<file path="config.mk">
export PLATFORM = sky130hd
export DESIGN_NAME = keypad_scanner
export DESIGN_NICKNAME = d
export VERILOG_FILES = /design/src/rtl/keypad_pkg.sv /design/src/rtl/sync2.sv /design/src/rtl/keypad_scanner.sv
export SDC_FILE = /design/constraint.sdc
export NUM_CORES = 1
export LEC_CHECK = 0
export ABC_AREA = 1
export CAP_MARGIN = 20
export CELL_PAD_IN_SITES_DETAIL_PLACEMENT = 2
export CELL_PAD_IN_SITES_GLOBAL_PLACEMENT = 2
export CORE_MARGIN = 3
export CORE_UTILIZATION = 35
export CTS_CLUSTER_DIAMETER = 60
export DETAILED_ROUTE_END_ITERATION = 8
export PLACE_DENSITY_LB_ADDON = 0.1
export SKIP_LAST_GASP = 1
export SLEW_MARGIN = 30
export SYNTH_ARGS = -nofsm -noshare
export SYNTH_HDL_FRONTEND = slang
export SYNTH_SLANG_ARGS = --single-unit
</file>
<file path="constraint.sdc">
create_clock -name hwclk -period 2.19 [get_ports hwclk]
set_input_delay 0.219 -clock hwclk [delete_from_list [all_inputs] [get_ports hwclk]]
set_output_delay 0.219 -clock hwclk [all_outputs]
set_load 0.05 [all_outputs]
</file>
<file path="src/rtl/keypad_pkg.sv">
// keypad_pkg: shared types and helpers for the 3x3 keypad scanner.
//   state_e   scanner FSM states
//   KEY_NONE  button value before any accepted press
//   NUM_ROWS / NUM_COLS  keypad geometry
//   key_code  (row, col) -> digit code 1..9, both indices 0-based
package keypad_pkg;

  typedef enum logic [1:0] {
    SCAN,
    DEB_PRESS,
    HELD,
    DEB_RELEASE
  } state_e;

  localparam logic [3:0]  KEY_NONE = 4'd0;
  localparam int unsigned NUM_ROWS = 3;
  localparam int unsigned NUM_COLS = 3;

  function automatic logic [3:0] key_code(input logic [1:0] row, input logic [1:0] col);
    return 4'(NUM_COLS) * {2'b00, row} + {2'b00, col} + 4'd1;
  endfunction

endpackage

</file>
<file path="src/rtl/sync2.sv">
// sync2: two-flop synchroniser for the keypad column senses.
//   i_clk  clock
//   i_rst  asynchronous active-high reset; both stages reset to 1 (columns idle high)
//   i_d    asynchronous column inputs
//   o_q    synchronised column values
module sync2
  import keypad_pkg::*;
(
  input  logic                i_clk,
  input  logic                i_rst,
  input  logic [NUM_COLS-1:0] i_d,
  output logic [NUM_COLS-1:0] o_q
);

  logic [NUM_COLS-1:0] r_meta;
  logic [NUM_COLS-1:0] r_sync;

  always_ff @(posedge i_clk or posedge i_rst) begin
    if (i_rst) begin
      r_meta <= '1;
      r_sync <= '1;
    end else begin
      r_meta <= i_d;
      r_sync <= r_meta;
    end
  end

  assign o_q = r_sync;

endmodule

</file>
<file path="src/rtl/keypad_scanner.sv">
// keypad_scanner: scans a 3x3 keypad, debounces presses/releases and reports the key.
//   hwclk                     system clock
//   reset                     asynchronous active-high reset
//   keypad_r1..r3             active-low row drives (one row low at a time)
//   keypad_c1..c3             pulled-up column senses, low = key closed on driven row
//   button                    last accepted key code 1..9, 0 until first press
//   bstate                    high while the accepted key is held (debounced)
//   key_strobe                one-cycle pulse per accepted press
// Optional build macro KEYPAD_AUTOREPEAT_EN: while held, key_strobe repeats after
// REPEAT_DELAY cycles and then every REPEAT_PERIOD cycles.
module keypad_scanner
  import keypad_pkg::*;
#(
  parameter int unsigned SCAN_DIV      = 12000,
  parameter int unsigned DEBOUNCE_CYC  = 240000
`ifdef KEYPAD_AUTOREPEAT_EN
  ,
  parameter int unsigned REPEAT_DELAY  = 6000000,
  parameter int unsigned REPEAT_PERIOD = 2400000
`endif
) (
  input  logic       hwclk,
  input  logic       reset,
  output logic       keypad_r1,
  output logic       keypad_r2,
  output logic       keypad_r3,
  input  logic       keypad_c1,
  input  logic       keypad_c2,
  input  logic       keypad_c3,
  output logic [3:0] button,
  output logic       bstate,
  output logic       key_strobe
);

  localparam int unsigned DW = (SCAN_DIV > 1) ? $clog2(SCAN_DIV) : 1;
  localparam int unsigned BW = (DEBOUNCE_CYC > 1) ? $clog2(DEBOUNCE_CYC) : 1;
  localparam logic [DW-1:0] DWELL_LAST = DW'(SCAN_DIV - 1);
  localparam logic [BW-1:0] DEB_LAST   = BW'(DEBOUNCE_CYC - 1);

`ifdef KEYPAD_AUTOREPEAT_EN
  localparam int unsigned HW = (REPEAT_DELAY > 1) ? $clog2(REPEAT_DELAY) : 1;
  localparam logic [HW-1:0] HOLD_LAST   = HW'(REPEAT_DELAY - 1);
  // Reloading here makes every later repeat land REPEAT_PERIOD cycles apart.
  localparam logic [HW-1:0] HOLD_RELOAD = HW'(REPEAT_DELAY - REPEAT_PERIOD);
  logic [HW-1:0] r_hold;
`endif

  logic [2:0]    w_cols;
  logic [2:0]    w_cs;
  logic [1:0]    w_low_col;
  logic [1:0]    w_row_next;
  logic          w_any_low;
  logic          w_cand_high;

  state_e        r_state;
  logic [1:0]    r_row;
  logic [1:0]    r_col;
  logic [DW-1:0] r_dwell;
  logic [BW-1:0] r_deb;
  logic [3:0]    r_button;
  logic          r_bstate;
  logic          r_strobe;

  assign w_cols = {keypad_c3, keypad_c2, keypad_c1};

  sync2 u_sync2 (
    .i_clk (hwclk),
    .i_rst (reset),
    .i_d   (w_cols),
    .o_q   (w_cs)
  );

  // Lowest-index closed column wins when several keys share the driven row.
  assign w_low_col   = !w_cs[0] ? 2'd0 : (!w_cs[1] ? 2'd1 : 2'd2);
  assign w_any_low   = ~&w_cs;
  assign w_cand_high = w_cs[r_col];
  assign w_row_next  = (r_row == 2'(NUM_ROWS - 1)) ? 2'd0 : r_row + 2'd1;

  always_ff @(posedge hwclk or posedge reset) begin
    if (reset) begin
      r_state  <= SCAN;
      r_row    <= 2'd0;
      r_col    <= 2'd0;
      r_dwell  <= '0;
      r_deb    <= '0;
      r_button <= KEY_NONE;
      r_bstate <= 1'b0;
      r_strobe <= 1'b0;
`ifdef KEYPAD_AUTOREPEAT_EN
      r_hold   <= '0;
`endif
    end else begin
      r_strobe <= 1'b0;
      unique case (r_state)
        SCAN: begin
          // Sample only at the end of the dwell so the synchroniser has settled on this row.
          if (r_dwell == DWELL_LAST) begin
            r_dwell <= '0;
            if (w_any_low) begin
              r_col   <= w_low_col;
              r_deb   <= '0;
              r_state <= DEB_PRESS;
            end else begin
              r_row <= w_row_next;
            end
          end else begin
            r_dwell <= r_dwell + DW'(1);
          end
        end
        DEB_PRESS: begin
          if (w_cand_high) begin
            r_row   <= w_row_next;
            r_state <= SCAN;
          end else if (r_deb == DEB_LAST) begin
            r_button <= key_code(r_row, r_col);
            r_bstate <= 1'b1;
            r_strobe <= 1'b1;
            r_state  <= HELD;
          end else begin
            r_deb <= r_deb + BW'(1);
          end
        end
        HELD: begin
          if (w_cand_high) begin
            r_deb   <= '0;
            r_state <= DEB_RELEASE;
`ifdef KEYPAD_AUTOREPEAT_EN
            r_hold  <= '0;
`endif
          end
`ifdef KEYPAD_AUTOREPEAT_EN
          else if (r_hold == HOLD_LAST) begin
            r_hold   <= HOLD_RELOAD;
            r_strobe <= 1'b1;
          end else begin
            r_hold <= r_hold + HW'(1);
          end
`endif
        end
        DEB_RELEASE: begin
          if (!w_cand_high) begin
            r_state <= HELD;
          end else if (r_deb == DEB_LAST) begin
            r_bstate <= 1'b0;
            r_row    <= w_row_next;
            r_state  <= SCAN;
          end else begin
            r_deb <= r_deb + BW'(1);
          end
        end
      endcase
    end
  end

  assign keypad_r1  = (r_row != 2'd0);
  assign keypad_r2  = (r_row != 2'd1);
  assign keypad_r3  = (r_row != 2'd2);
  assign button     = r_button;
  assign bstate     = r_bstate;
  assign key_strobe = r_strobe;

endmodule

</file>
* After elaboration in Yosys (flattened, before gate mapping)
Index checks and enable logic that the tools add are counted.
** Operators by class
- Add/subtract/negate cells :: 5
- $mul :: 1
- $lt $le $gt $ge :: 1
- Equality and inequality tests :: 19
- Multiplexer cells :: 35
- Bitwise operators :: 2
- Reductions and logical operators :: 11
** Operator list (count)
- $mux W18 :: 6
- $pmux W18 S4 :: 1
- $mux W2 :: 15
- $ne A2 B2 Y1 const B :: 10
- $add A18 B1 Y18 const B :: 1
- $eq A18 B18 Y1 const B :: 1
- $reduce_and A5 Y1 :: 3
- $add A14 B1 Y14 const B :: 1
- $eq A14 B14 Y1 const B :: 1
- $mux W14 :: 1
- $reduce_and A3 Y1 :: 3
- $mux W1 :: 8
- $pmux W2 S4 :: 1
- $eq A2 B2 Y1 const B :: 3
- $ne A3 B3 Y1 const B :: 2
- $pmux W2 S3 :: 1
- $reduce_and A6 Y1 :: 1
- $add A4 B1 Y4 const B :: 1
- $add A4 B2 Y4 :: 1
- $mul A2 B2 Y4 const A :: 1
- $reduce_bool A2 Y1 :: 2
- $lt A2 B3 Y1 const B :: 1
- $reduce_bool A3 Y1 :: 1
- $add A2 B1 Y2 const B :: 1
- other kinds (6) :: 7
** Storage, ports and cells
- Register bits after elaboration :: 50
- Bits of input ports :: 5
- Logic and storage cells :: 84

* Depth between registers and ports, before layout
- Depth in word-level cells :: 5
- Depth in mapped cells :: 11
- Gate-level depth less buffers :: 11

* By module
Synthesis repeated with hierarchy kept, for this count alone.
** Unflattened totals
- Cells, all modules :: 385
- Area total of the unflattened synthesis :: 2945.3 um^2
** Modules (own cells, without submodules)
- keypad_scanner :: times used 1, cells each 378, area an instance 2783.9 um^2, seq. area each 1101.1 um^2
- sync2 :: times used 1, cells each 7, area an instance 161.4 um^2, seq. area each 157.7 um^2

* Worst setup path before layout
No wires, ideal clock.
- Path kind :: register to register
- Start :: reg r_row[0]
- End :: reg r_button[2] (netlist: button[2])
- Arrival time :: 1693 ps
- Setup slack :: 377 ps
- Cell stages (with the launch flop) :: 6
- Period minus slack after synthesis :: 1813 ps
- Path through :: dfrtp_1 > fa_1 > fa_1 > xor2_1 > o21ai_0 > inv_1
** Between the ends
- Longest elaborated chain between the ends :: 3
** Ends and longest elaborated chain
- from (decl) :: RTL line keypad_scanner.sv:56 : logic [1:0] r_row;
- from (signal assigned) :: RTL line keypad_scanner.sv:104 : r_row <= w_row_next;
- from (signal assigned) :: RTL line keypad_scanner.sv:112 : r_row <= w_row_next;
- from (signal assigned) :: RTL line keypad_scanner.sv:145 : r_row <= w_row_next;
- $mul A2 B2 Y4 :: RTL line keypad_pkg.sv:20 : return 4'(NUM_COLS) * {2'b00, row} + {2'b00, col} + 4'd1;
- $add A4 B2 Y4 :: RTL line keypad_pkg.sv:20
- $add A4 B1 Y4 :: RTL line keypad_pkg.sv:20
- to (signal assigned) :: RTL line keypad_scanner.sv:115 : r_button <= key_code(r_row, r_col);
- to (decl) :: RTL line keypad_scanner.sv:60 : logic [3:0] r_button;
Every way passes these cells.
A chain may end at the register's enable or synchronous reset.

* Worst setup path in the final report
- Start :: reg r_deb[0]
- End :: reg r_deb[0]
** Between the ends
- Longest elaborated chain between the ends :: 4
- Elaborated cells between the ends (all ways) :: 6
- Classes of those cells :: add/sub: 1; eq/ne: 1; mux: 4
** Ends and longest elaborated chain
- from (decl) :: RTL line keypad_scanner.sv:59 : logic [BW-1:0] r_deb;
- from (signal assigned) :: RTL line keypad_scanner.sv:120 : r_deb <= r_deb + BW'(1);
- from (signal assigned) :: RTL line keypad_scanner.sv:148 : r_deb <= r_deb + BW'(1);
- $add A18 B1 Y18 / $eq A18 B18 Y1 (equally long branches)
- $mux W18 * :: RTL line keypad_scanner.sv:114, keypad_scanner.sv:143
- $mux W18 (on tied branches) :: RTL line keypad_scanner.sv:141, keypad_scanner.sv:111
- $pmux W18 S4 * :: RTL line keypad_scanner.sv:94 : unique case (r_state)
Mark *: on every way between the ends. The rest lies on a longest branch, timed or not. The select of a mux whose other input is x is not followed.

==> impl_metrics.toml <==
[power_and_ir_drop]
pwr-share-clk_pct = 24.0
seq_power_share_pct = 40.4
swShare_pct = 42.64
combinationalPowerShare_pct = 35.6
power.switching_mw = 1.256
internal-power_mw = 1.689
power_leakage_nw = 1.634
power_density_nw_per_um2 = 872.0
vdd_ir_drop_max_uv = 328.6
p_total_mw = 2.945

[sta]
fin_crit_ns = 1.941
hold_viol = 0
finalSetupTns_ns = 0
finClkSkew_ns = 0.01237
slew_violations = 0
rsz0062_at_grt = "false"
setup_viol = 0
maxClockFrequency_ghz = 0.5151
timing.final.ws_setup_ns = 0.2488
max_slew_margin_pct = 66.05
worst_slew_pin_slew_ns = 0.5113
post-route-period-util_pct = 88.64

[critical_path]
crit_path_cell_trace = "ha_1 > nand3_1 > inv_1 > nand2_1 > nor2_1 > nand3_1 > nand2_2 > nor2_8 > nand2_1 > nand2_1"
arrival_ns = 2.19
crit_fanout = 19
critPathMaxStageDelay_ns = 0.46
crit_type = "flip-flop to flip-flop"
worstRegToRegCells = 10
cp-start-kind = "flip-flop"
r2r_slack_ns = 0.25
end_kind = "flip-flop"
crit_path_frequent_cell = "nand2_1"
regToRegStartpoint = "r_deb[0]"
worstSetupEndpoint = "r_deb[0]"
crit_path_start = "r_deb[0]"
critPathSlowestCell = "dfrtp_1"
regToRegEndpoint = "r_deb[0]"
worstPathRequired_ns = 2.44

[global_routing]
overflow = 0
grt_pass1_vias = 3023
met3_usage_pct = 2.619
grt_use_met2_pct = 35.41
grt_busiest_layer = "met2"
grt_max_degree = 31
grt_use_total_pct = 18.70
grt_antenna_before_repair = 0
grt_pass1_wl_um = 14810
use_met1_pct = 22.27

[finish]
fin_cells = 535
fin_area_sq_um = 3377
layout_commonest_cell = "nand2_1"
syn_to_final_growth_pct = 12.36
nNetsFinal = 446
diodes = 0
final.fill_count = 991
drive_gt1_share_pct = 6.977
layout_common_cells = "nand2_1 (136), nor2_1 (55), dfrtp_1 (44)"

[synth]
synth_cell_types = 29
async_flop_share_pct = 100.0
synth_top_area_share_pct = 36.64
synth_cells = 413
synth_top_area_cell = "dfrtp_1"
netlist_area_sq_um = 3005
synthFlopType = "dfrtp_1"
seq_area_frac_synth_pct = 41.88
netlist_top_cells_area = "dfrtp_1 (37%), nand2_1 (17%), nor2_1 (6.9%)"
yosys_warnings = 0
synthesis.nets = 430
synth-seq-cells = 50
synth.avg_cell_area_sq_um = 7.277
synth_edf_count = 0

[place]
gp_congestion = 0.7678
place_area_sq_um = 3262
numPortBuffers = 13
dp_hpwl_um = 6405
dpl.cell_count = 527
dp_slack_ns = 0.2055

[clock_tree]
clock_path_buffers = 2
cts_tree = "done"
cts.clk_slew.worst_paths_ns = 0.11
clock_latency_ns = 0.32
hold_buffers = 0
cts-root-buf = "clkbuf_8"
post_cts_resized = 2
postCtsSetupBuffers = 0
h-tree-depth = 2
cts_made_buffers = 5
cts_sinks = 50

[route]
ant_nets = 0
avgRoutedWirePerCell_um = 15.84
routed_wl_um = 8476
vias_per_cell = 4.979
drc = 0
drtIter0Drc = 56
drtPass1Iterations = 3
vias = 2664

[worst_hold_path]
hold_path.class = "primary input to async pin"

[floorplan]
die_x_um = 98.67
core_sq_um = 8258
io_pins = 14
fp.dieH_um = 98.67
start_util_pct = 36.39
dieArea_sq_um = 9735
rows = 33

[outcome]
outcome = "finished, final reports clean"

[flow_run]
cap_violations = 0
critical path, delay by kind of cell, from the launching register on:
| family | cells | cell delay (ns) |
|---|---|---|
| fa+ha+maj | 1 | 0.25 |
| flops | 1 | 0.46 |
| buf+inv | 1 | 0.10 |
| simple gates | 8 | 1.06 |
state kept, by name, summed over array words and instances (netlist names), named ones only:
signal,count
bstate,1
button,4
key_strobe,1
r_col,2
r_deb,18
r_dwell,14
r_row,2
r_state,1
u_sync2.o_q,3
u_sync2.r_meta,3
cell usage after synthesis (all sizes together) (4+ instances only):
library cell / n
inv: 46
dfrtp: 44
xnor2: 7
ha: 10
a21oi: 4
nor3: 7
o21ai: 32
dfstp: 6
xor2: 11
nand2: 140
nand3: 30
buf: 4
nor2: 59
clkbuf: 4
cells by family after synthesis:
group	share of synthesized area [%]
and+or+nand+nor	33.51
xor gates and xnor gates	5.246
DFF	41.88
AOI/OAI and AO/OA	6.619
adders and majority gates	5.495
buffers and inverters	7.244
cell type report:
type | count | area [sq um] | share of cell area [%]
inverter | 46 | 172.7 | 5.113
clock inverter | 3 | 48.80 | 1.445
tap | 105 | 131.4 | 3.890
multi-input combinational | 309 | 1529 | 45.28
clock buffer | 5 | 68.82 | 2.038
timing repair buffer | 17 | 167.7 | 4.965
sequential | 50 | 1259 | 37.27
power groups by stage:
stage / logic [mW] / registers (mW) / clock network (mW)
after floorplan: 0.791 / 1.15 / 0
after global placement: 1.03 / 1.20 / 0
after detailed placement: 1.08 / 1.21 / 0
final: 1.05 / 1.19 / 0.707
after CTS: 1.08 / 1.19 / 0.737
after global routing: 1.21 / 1.21 / 0.770
per-layer routing:
layer	part of all wire (%)	vias up	routed length [um]
li1	-	1317	-
met1	44	1327	3736
met3	1.4	7	117
met2	54	13	4538
met5	0	-	0
met4	0.98	0	83
worst min-delay path by stage:
stage                                 start                end  slack (ns)
after global routing                  reset        r_dwell[12]        0.28
final                                 reset        r_dwell[12]        0.23
after global placement    u_sync2.r_meta[2]     u_sync2.o_q[2]        0.35
after CTS                             reset        r_dwell[12]        0.24
after detailed placement  u_sync2.r_meta[0]     u_sync2.o_q[0]        0.35
after floorplan                   keypad_c1  u_sync2.r_meta[0]        0.22
stage by stage:
| stage | util [%] | hold slack (ns) |
|---|---|---|
| after floorplan | - | 0.2235 |
| after global placement | 39.50 | 0.3461 |
| after detailed placement | 39.50 | 0.3529 |
| after CTS | 40.89 | 0.2402 |
| after global routing | 40.89 | 0.2819 |
| final | 40.89 | 0.2317 |
Note: power is estimated with default switching activity, not from simulation.
